--- src/rtl/restoring_divider.sv ---
// restoring_divider: multi-cycle restoring divider, one quotient bit per ITER cycle.
// Define DIV_SIGNED_EN for two's-complement operands (adds the FIX sign-correction state).
`default_nettype none

module restoring_divider #(
  parameter int WIDTH = 16
) (
  input  logic             clk,
  input  logic             rst_n,
  input  logic             start,
  input  logic [WIDTH-1:0] dividend,
  input  logic [WIDTH-1:0] divisor,
  output logic             busy,
  output logic             done,
  output logic [WIDTH-1:0] quotient,
  output logic [WIDTH-1:0] remainder,
  output logic             div_by_zero
);

  localparam int CW = $clog2(WIDTH + 1);

  localparam logic [2:0] IDLE = 3'd0;
  localparam logic [2:0] INIT = 3'd1;
  localparam logic [2:0] ITER = 3'd2;
  localparam logic [2:0] DONE = 3'd3;
`ifdef DIV_SIGNED_EN
  localparam logic [2:0] FIX  = 3'd4;
`endif

  logic [2:0]       state, state_next;
  logic [WIDTH:0]   a;
  logic [WIDTH-1:0] q;
  logic [WIDTH-1:0] m;
  logic [CW-1:0]    count;
  logic [WIDTH+1:0] diff;
  logic [WIDTH:0]   a_next;
  logic [WIDTH-1:0] q_next;
  logic             last_iter;
`ifdef DIV_SIGNED_EN
  logic             neg_q;
  logic             neg_r;
`endif

  // Trial subtraction on the shifted {A,Q}; the extra top bit of diff is the borrow.
  always_comb begin
    diff      = {a, q[WIDTH-1]} - {2'b00, m};
    if (diff[WIDTH+1]) begin
      a_next = {a[WIDTH-1:0], q[WIDTH-1]};
      q_next = {q[WIDTH-2:0], 1'b0};
    end else begin
      a_next = diff[WIDTH:0];
      q_next = {q[WIDTH-2:0], 1'b1};
    end
    last_iter = (count == CW'(1));
  end

  always_ff @(posedge clk or negedge rst_n) begin
    if (!rst_n) state <= IDLE;
    else        state <= state_next;
  end

  always_comb begin
    state_next = state;
    case (state)
      IDLE: if (start) state_next = INIT;
      INIT: state_next = (m == '0) ? DONE : ITER;
`ifdef DIV_SIGNED_EN
      ITER: if (last_iter) state_next = FIX;
      FIX:  state_next = DONE;
`else
      ITER: if (last_iter) state_next = DONE;
`endif
      DONE: state_next = IDLE;
      default: state_next = IDLE;
    endcase
  end

  always_comb begin
    busy = (state != IDLE);
    done = (state == DONE);
  end

  always_ff @(posedge clk or negedge rst_n) begin
    if (!rst_n) begin
      a           <= '0;
      q           <= '0;
      m           <= '0;
      count       <= '0;
      quotient    <= '0;
      remainder   <= '0;
      div_by_zero <= 1'b0;
`ifdef DIV_SIGNED_EN
      neg_q       <= 1'b0;
      neg_r       <= 1'b0;
`endif
    end else begin
      case (state)
        IDLE: if (start) begin
          q <= dividend;
          m <= divisor;
`ifdef DIV_SIGNED_EN
          neg_q <= dividend[WIDTH-1] ^ divisor[WIDTH-1];
          neg_r <= dividend[WIDTH-1];
`endif
        end
        INIT: begin
          div_by_zero <= 1'b0;
          if (m == '0) begin
            div_by_zero <= 1'b1;
            quotient    <= '1;
            remainder   <= q;
          end else begin
            a     <= '0;
            count <= CW'(WIDTH);
`ifdef DIV_SIGNED_EN
            q <= q[WIDTH-1] ? -q : q;
            m <= m[WIDTH-1] ? -m : m;
`endif
          end
        end
        ITER: begin
          a     <= a_next;
          q     <= q_next;
          count <= count - CW'(1);
`ifndef DIV_SIGNED_EN
          if (last_iter) begin
            quotient  <= q_next;
            remainder <= a_next[WIDTH-1:0];
          end
`endif
        end
`ifdef DIV_SIGNED_EN
        FIX: begin
          quotient  <= neg_q ? -q : q;
          remainder <= neg_r ? -a[WIDTH-1:0] : a[WIDTH-1:0];
        end
`endif
        default: ;
      endcase
    end
  end

endmodule

`default_nettype wire
--- config.mk ---
export PLATFORM = sky130hd
export DESIGN_NAME = restoring_divider
export DESIGN_NICKNAME = d
export VERILOG_FILES = /design/src/rtl/restoring_divider.sv
export SDC_FILE = /design/constraint.sdc
export NUM_CORES = 1
export LEC_CHECK = 0
export CORE_MARGIN = 1
export CORE_UTILIZATION = 40
export DETAILED_ROUTE_END_ITERATION = 6
export PLACE_DENSITY = 0.63
export SETUP_SLACK_MARGIN = 0.4
export SLEW_MARGIN = 40
export SYNTH_ARGS = -nofsm -noshare
export SYNTH_HDL_FRONTEND = slang
export SYNTH_SLANG_ARGS = --single-unit
--- constraint.sdc ---
create_clock -name clk -period 5 [get_ports clk]
set_clock_uncertainty 0.1 [all_clocks]
set_input_delay 0.5 -clock clk [delete_from_list [all_inputs] [get_ports clk]]
set_output_delay 0.5 -clock clk [all_outputs]
set_load 0.02 [all_outputs]
* After elaboration in Yosys (flattened, before gate mapping) *
Cells that the tools add are included.

cells by class
  reduce and logical (&&, ||, !) cells = 10
  add/subtract/negate cells = 2
  equality and inequality tests = 8
  muxes and demuxes = 19

operators by type and width
  cell                   number
  $pmux W16 S2           3
  $mux W16               5
  $mux W17               2
  $pmux W17 S2           1
  $sub A18 B16 Y18       1
  $logic_not A16 Y1      1
  $pmux W5 S2            1
  $pmux W3 S3            1
  $ne A2 B2 Y1 const B   4
  $reduce_and A2 Y1      4
  $eq A3 B2 Y1 const B   2
  $mux W3                2
  $eq A5 B1 Y1 const B   1
  $mux W5                1
  $sub A5 B1 Y5 const B  1
  $reduce_bool A2 Y1     2
  $eq A3 B1 Y1 const B   1
  $logic_not A3 Y1       1
  $mux W1                3
  $reduce_and A3 Y1      1
  $reduce_bool A3 Y1     1

word-level totals
  bits of input ports = 35
  bits in registers = 90

* Depth between registers and ports, before layout *
Gate-level depths: netlist of run 1.

  depth after elaboration = 4
  depth in mapped cells = 11
  gate-level depth less buffers = 11

* Worst setup path after synthesis of run 1 *
No wires, ideal clock.

  kind = flip-flop to flip-flop
  from = register a[14]
  to = register a[7]
  path slack = 2.302 ns
  data required time = 4.775 ns
  data arrival time = 2.473 ns
  setup time = 0.125 ns
  cell stages (with the launch flop) = 10
  cells stage by stage = dfrtp_1 > ha_1 > a211oi_1 > nand2_1 > o31ai_4 > nand3_2 > or2_1 > buf_6 > a31o_1 > mux2_2

between the ends
  longest elaborated chain between the ends = 3

RTL lines
  element                 line  source
  start, declared         31    logic [WIDTH:0] a;
  start signal, assigned  122   a <= a_next;
  $sub A18 B16 Y18        46    diff = {a, q[WIDTH-1]} - {2'b00, m};
  $mux W17                47    if (diff[WIDTH+1]) begin
  $pmux W17 S2            97    case (state)

No other way between the ends.
A chain may end at the register's enable or synchronous reset.

* Worst setup path after layout of run 1 *
  from = register q[15]
  to = register a[14]

between the ends
  longest elaborated chain between the ends = 3

RTL lines
  element                 line  source
  start, declared         32    logic [WIDTH-1:0] q;
  start signal, assigned  99    q <= dividend;
  start signal, assigned  123   q <= q_next;
  $sub A18 B16 Y18        46
  $mux W17                47
  $pmux W17 S2            97

No other way between the ends.

==> impl_metrics.ini, run 1 <==
[flow_run]
maxCapViolations = 0

[drt]
drc = 0
route.detailed.wl_per_inst_um = 18.1
routed_wl_um = 13800
ant_nets = 0
post_drt_via_cell_ratio = 5.55
drt_pass1_iterations = 4
dr_total_vias = 4233
drt_iter0_drc = 247

[synthesis]
synth_top_area_share_pct = 44.3
synth_area_per_cell_sq_um = 9.45
yosysUniqueCellTypes = 62
ys_seq_area_share_pct = 44.3
syn-num-nets = 590
ys_seq_elements = 89
async_flop_share_pct = 100
synth_area_leaders = dfrtp_1 44%, nand2_1 6.3%, o21ai_0 6.3%
synth_area_sq_um = 5030
synth.largest_area_cell = dfrtp_1
ys_top_cells_by_count = 89 x dfrtp_1, 85 x nand2_1, 63 x o21ai_0
yosysWarnings = 0
postSynthCellCount = 532
synth_flop_cell = dfrtp_1
yosys.cell_count.top_type = dfrtp_1
synth_edf_count = 0

[power]
p_sw_share_pct = 46.9
power_switching_w = 0.00237
power_density_nw_per_um2 = 818
clkPwrFrac_pct = 14.9
seq_power_share_pct = 27.0
internal-power_w = 0.00268
combPwrFrac_pct = 58.1
leakagePower_nw = 2.73
vdd.ir_drop.worst_uv = 692

[worst_setup_path]
required_ps = 5110
worst_path_max_delay_cell = a2111oi_0
cpPeakStageDelay_ps = 470
cpMostUsedCell = inv_1
cp_cell_sequence = inv_1, ha_1, inv_1, fa_1, a21o_1, a221oi_2, o221ai_1, a2111oi_0, nor4_1, mux2i_1, o21ai_0
critPathLaunchType = flip-flop
crit_fanout = 5
path_class = reg2reg
critPathArrivalTime_ps = 3440
cp-end-kind = flip-flop

[grt]
grt_overflow = 0
grt_pass1_wl_um = 22300
first_global_vias = 4195
grt.met1_usage_pct = 31.1
globalRouteTotalUtil_pct = 22.5
antenna_found_initial = 0
grtUsageMet3_pct = 3.18
grt_max_degree = 50
busiest_layer = met2
met2_usage_pct = 36.5

[finish]
area_delta_synth_final_pct = 22.9
drive_above_1_share_pct = 8.91
multi_input_area_sq_um = 2590
antenna_cells = 0
fillers = 1152
seq_area_sq_um = 2230
final_nets = 648

[clock_network]
cts.path.max_buffers = 2
numClockSinks = 89
cts_tree = built
cts.hold.buffers_added = 0
post_cts_buffers = 0
cts_resized = 0
h-tree-depth = 3
clk_pin_slew_ps = 70
clk_latency_ps = 350
numCtsBuffers = 9
cts_root_buffer = clkbuf_16

[placed_design]
gp_congestion = 0.903
pre_cts_slack_ps = 1680
dp_hpwl_um = 10200
io_buffers = 69

[sta]
setup_viol = 0
finalSetupTns_ps = 0
grt_setup_unrepaired = no
slew_viol_final = 0
worst_pin_slew_ps = 794
fmax_mhz = 301
fin_crit_sh_pct = 66.5
fin_crit_ps = 3330
hold_viol = 0
fin_ws_ps = 1670
slew_headroom_pct = 47.1

[floorplan]
initial_core_util_pct = 41.5
die-area_sq_um = 13000
num_rows = 40
die_w_um = 114
num_io_pins = 70
design.core.area_sq_um = 12100
die_h_um = 114

[min_path]
hp-class = in2async

[outcome]
run_status = complete, no violations
[power groups by stage]
stage	clock network (W)	logic [W]	registers (W)
after floorplan	0	0.00196	0.00141
after detailed placement	0	0.00293	0.00138
final	0.000753	0.00294	0.00137
after global routing	0.000788	0.00324	0.00141
after CTS	0.000763	0.00294	0.00137
after global placement	0	0.00288	0.00137
[registers in the layout, summed over array words and instances (netlist names)]
| signal | cells |
|---|---|
| a | 17 |
| m | 16 |
| q | 16 |
| quotient | 16 |
| remainder | 16 |
| count | 5 |
| state | 2 |
| div_by_zero | 1 |
[per-stage QoR]
step | util (%) | area [sq um] | instances | hold WS, ps | power (W)
after floorplan | - | 5030 | 532 | 104 | 0.00337
after global placement | 48.2 | 5830 | 747 | 351 | 0.00425
after detailed placement | 48.3 | 5850 | 747 | 355 | 0.00431
after CTS | 51.0 | 6180 | 763 | 62.4 | 0.00507
after global routing | 51.0 | 6180 | 763 | 91.8 | 0.00544
final | 51.0 | 6180 | 763 | 42.5 | 0.00506
[path summary, 6_finish.rpt]
path | start | to | slack, ps | cells after the start
setup / recovery | q[15] | a[14] | 1670 | 11
hold / removal | rst_n | m[7] | 40 | 1
setup reg to reg | q[15] | a[14] | 1670 | 11
hold reg to reg | quotient[5] | quotient[5] | 370 | 2
max in group asynchronous | rst_n | remainder[15] | 3700 | 2
min in group clk | quotient[5] | quotient[5] | 370 | 2
[layer usage]
metal	up-vias	share of wire, %	wire, um
met3	15	3.7	506
met1	2110	46	6390
met5	-	0	0
li1	2016	-	-
met2	92	49	6690
met4	0	1.5	201
[placed cells by master, fill, tap and decap left out, drive strengths merged, types with 16 or more instances in the layout]
master / n
inv: 29
ha: 22
clkdlybuf4s50: 68
nor2: 22
dfrtp: 89
mux2: 19
o21ai: 65
nand3: 16
a21oi: 25
mux2i: 27
nand2: 85
[layout make-up]
| class | instances | area share [%] |
|---|---|---|
| Timing Repair Buffer | 73 | 11.6 |
| Inverter | 29 | 1.76 |
| Clock buffer | 9 | 3.64 |
| Sequential cell | 89 | 36.0 |
| Tap cell | 168 | 3.40 |
| Clock inverter | 7 | 1.68 |
| Multi-Input combinational cell | 388 | 41.9 |
[kinds of logic (layout without fill, tap and decap cells)]
logic type,after synthesis,in the layout,synth area share (%)
and+or+nand+nor,161,161,15.2
AOI/OAI and AO/OA,143,143,17.7
DFF,89,89,44.3
buffers and inverters,55,118,4.75
muxes,46,46,9.63
adders and majority gates,23,23,5.87
xor gates and xnor gates,15,15,2.61
[worst max-delay path: cells and delay by family, from the launching register on]
family / cells / cell delay, ps
AO/OA/AOI/OAI: 5 / 1530
adder cells (fa/ha/maj): 2 / 570
flip-flops: 1 / 440
multiplexers: 1 / 230
buffers and inverters: 2 / 160
AND/OR/NAND/NOR: 1 / 150
Note: power is estimated with default switching activity, not from simulation.
==> inputs of run 2 (changes only) <==
Clock period 5 ns to 3.5 ns, I/O delays scaled along.
==> run 2 against run 1 <==
Clock power increased by 43%. Worst hold slack improved by 320 ps. Cell area is 2.9% higher. Critical path type unchanged. Critical endpoint is now a[16]. Largest cell class unchanged.
==> impl_metrics.ini, run 2 (synthesized netlist as in run 1, its figures left out) <==
[grt]
grt_pass1_wl_um = 22400
first_global_vias = 4258
globalRouteTotalUtil_pct = 22.6
antenna_found_initial = 0
grt_max_degree = 33
grt_overflow = 0

[drt]
routed_wl_um = 13800
dr_total_vias = 4279
drt_iter0_drc = 297
drc = 0
drt_pass1_iterations = 5
post_drt_via_cell_ratio = 5.49
route.detailed.wl_per_inst_um = 17.7
ant_nets = 0

[finish]
largest_reg_flops = 17
area_delta_synth_final_pct = 26.4
drive_above_1_share_pct = 12.6
final_util_pct = 52.5
regMostFlops = a
final_nets = 665
mostFrequentLayoutCell = dfrtp_1
final_cells = 780
layout_common_cells = 89 x dfrtp_1, 84 x nand2_1, 68 x clkdlybuf4s50_1
fillers = 1115
antenna_cells = 0

[floorplan]
num_rows = 40
die-area_sq_um = 13000
design.core.area_sq_um = 12100
die_h_um = 114
num_io_pins = 70
initial_core_util_pct = 41.5
die_w_um = 114

[outcome]
run_status = complete, no violations

[sta]
finalSetupTns_ps = 0
slew_headroom_pct = 55.8
fin_crit_ps = 2980
fin_crit_sh_pct = 85.2
setup_viol = 0
worst_pin_slew_ps = 661
hold_viol = 0
slew_viol_final = 0
fmax_mhz = 335
grt_setup_unrepaired = yes

[clock_network]
cts.path.max_buffers = 2
h-tree-depth = 3
cts_root_buffer = clkbuf_16
clk_latency_ps = 350
cts_tree = built
numClockSinks = 89
clk_pin_slew_ps = 70
numCtsBuffers = 9

[power]
report.power.total_w = 0.00750
combPwrFrac_pct = 59.6
vdd.ir_drop.worst_uv = 676
internal-power_w = 0.00405
seq_power_share_pct = 25.9
clkPwrFrac_pct = 14.4
p_sw_share_pct = 46.0
power_density_nw_per_um2 = 1180
leakagePower_nw = 2.81
power_switching_w = 0.00344

[placed_design]
io_buffers = 69
place_inst = 760
dp_hpwl_um = 10300
gp_congestion = 0.873

[flow_run]
maxCapViolations = 0

[worst_setup_path]
critPathLaunchType = flip-flop
required_ps = 3620
crit_fanout = 4
path_class = reg2reg
cp-end-kind = flip-flop
critPathArrivalTime_ps = 3100

[min_path]
hp-class = reg2reg
## run 2: final cells by class
class / instances / area (sq um) / area share, %
Timing Repair Buffer: 90 / 861 / 13.5
Inverter: 29 / 109 / 1.71
Clock buffer: 11 / 243 / 3.82
Sequential cell: 89 / 2230 / 35.0
Multi-Input combinational cell: 388 / 2620 / 41.2
Tap cell: 168 / 210 / 3.31
Clock inverter: 5 / 87.6 / 1.38
## run 2: per-stage QoR
step,setup slack [ps],hold WS [ps],instance area (sq um)
global route,349,407,6360
detailed placement,279,225,5930
floorplan,802,-45.6,5030
CTS,419,370,6280
finish,519,366,6360
global placement,337,215,5930
## run 2: power by group through the flow
stage | Combinational, W | Sequential, W | Clock (W)
floorplan | 0.00280 | 0.00202 | 0
global placement | 0.00424 | 0.00194 | 0
detailed placement | 0.00428 | 0.00196 | 0
CTS | 0.00431 | 0.00194 | 0.00109
global route | 0.00493 | 0.00201 | 0.00114
finish | 0.00447 | 0.00194 | 0.00108
## run 2: what timing repair did
action                                  CTS  global route
buffers inserted                          0             3
hold endpoints to repair                 30             0
pin swaps                                 0             1
hold buffers                              1             0
resized for setup                         2             8
endpoints found under the setup margin   11            26
## run 2: per-layer routing
metal | share of wire (%) | GRT usage (%) | wire, um
met1 | 46 | 30.5 | 6360
met2 | 48 | 36.2 | 6580
met3 | 4.5 | 4.45 | 621
met4 | 1.6 | 7.97 | 218
met5 | 0 | 0 | 0
## run 2: critical path, cell delays in order, from the launching register on
cell,delay (ps)
dfrtp_1,450
inv_1,80
ha_1,170
inv_1,60
fa_1,410
a21o_1,220
a221oi_4,320
o22ai_1,220
a311o_1,410
nor3_1,190
xnor2_1,140
o21ai_0,80
## run 2: worst paths after layout
check	start	slack, ps	end	cells after the start
min reg2reg	quotient[11]	370	quotient[11]	2
max in group asynchronous	rst_n	2150	state[1]	3
max	q[15]	520	a[16]	11
min in group asynchronous	rst_n	380	a[14]	2
min	quotient[11]	370	quotient[11]	2
max reg2reg	q[15]	520	a[16]	11
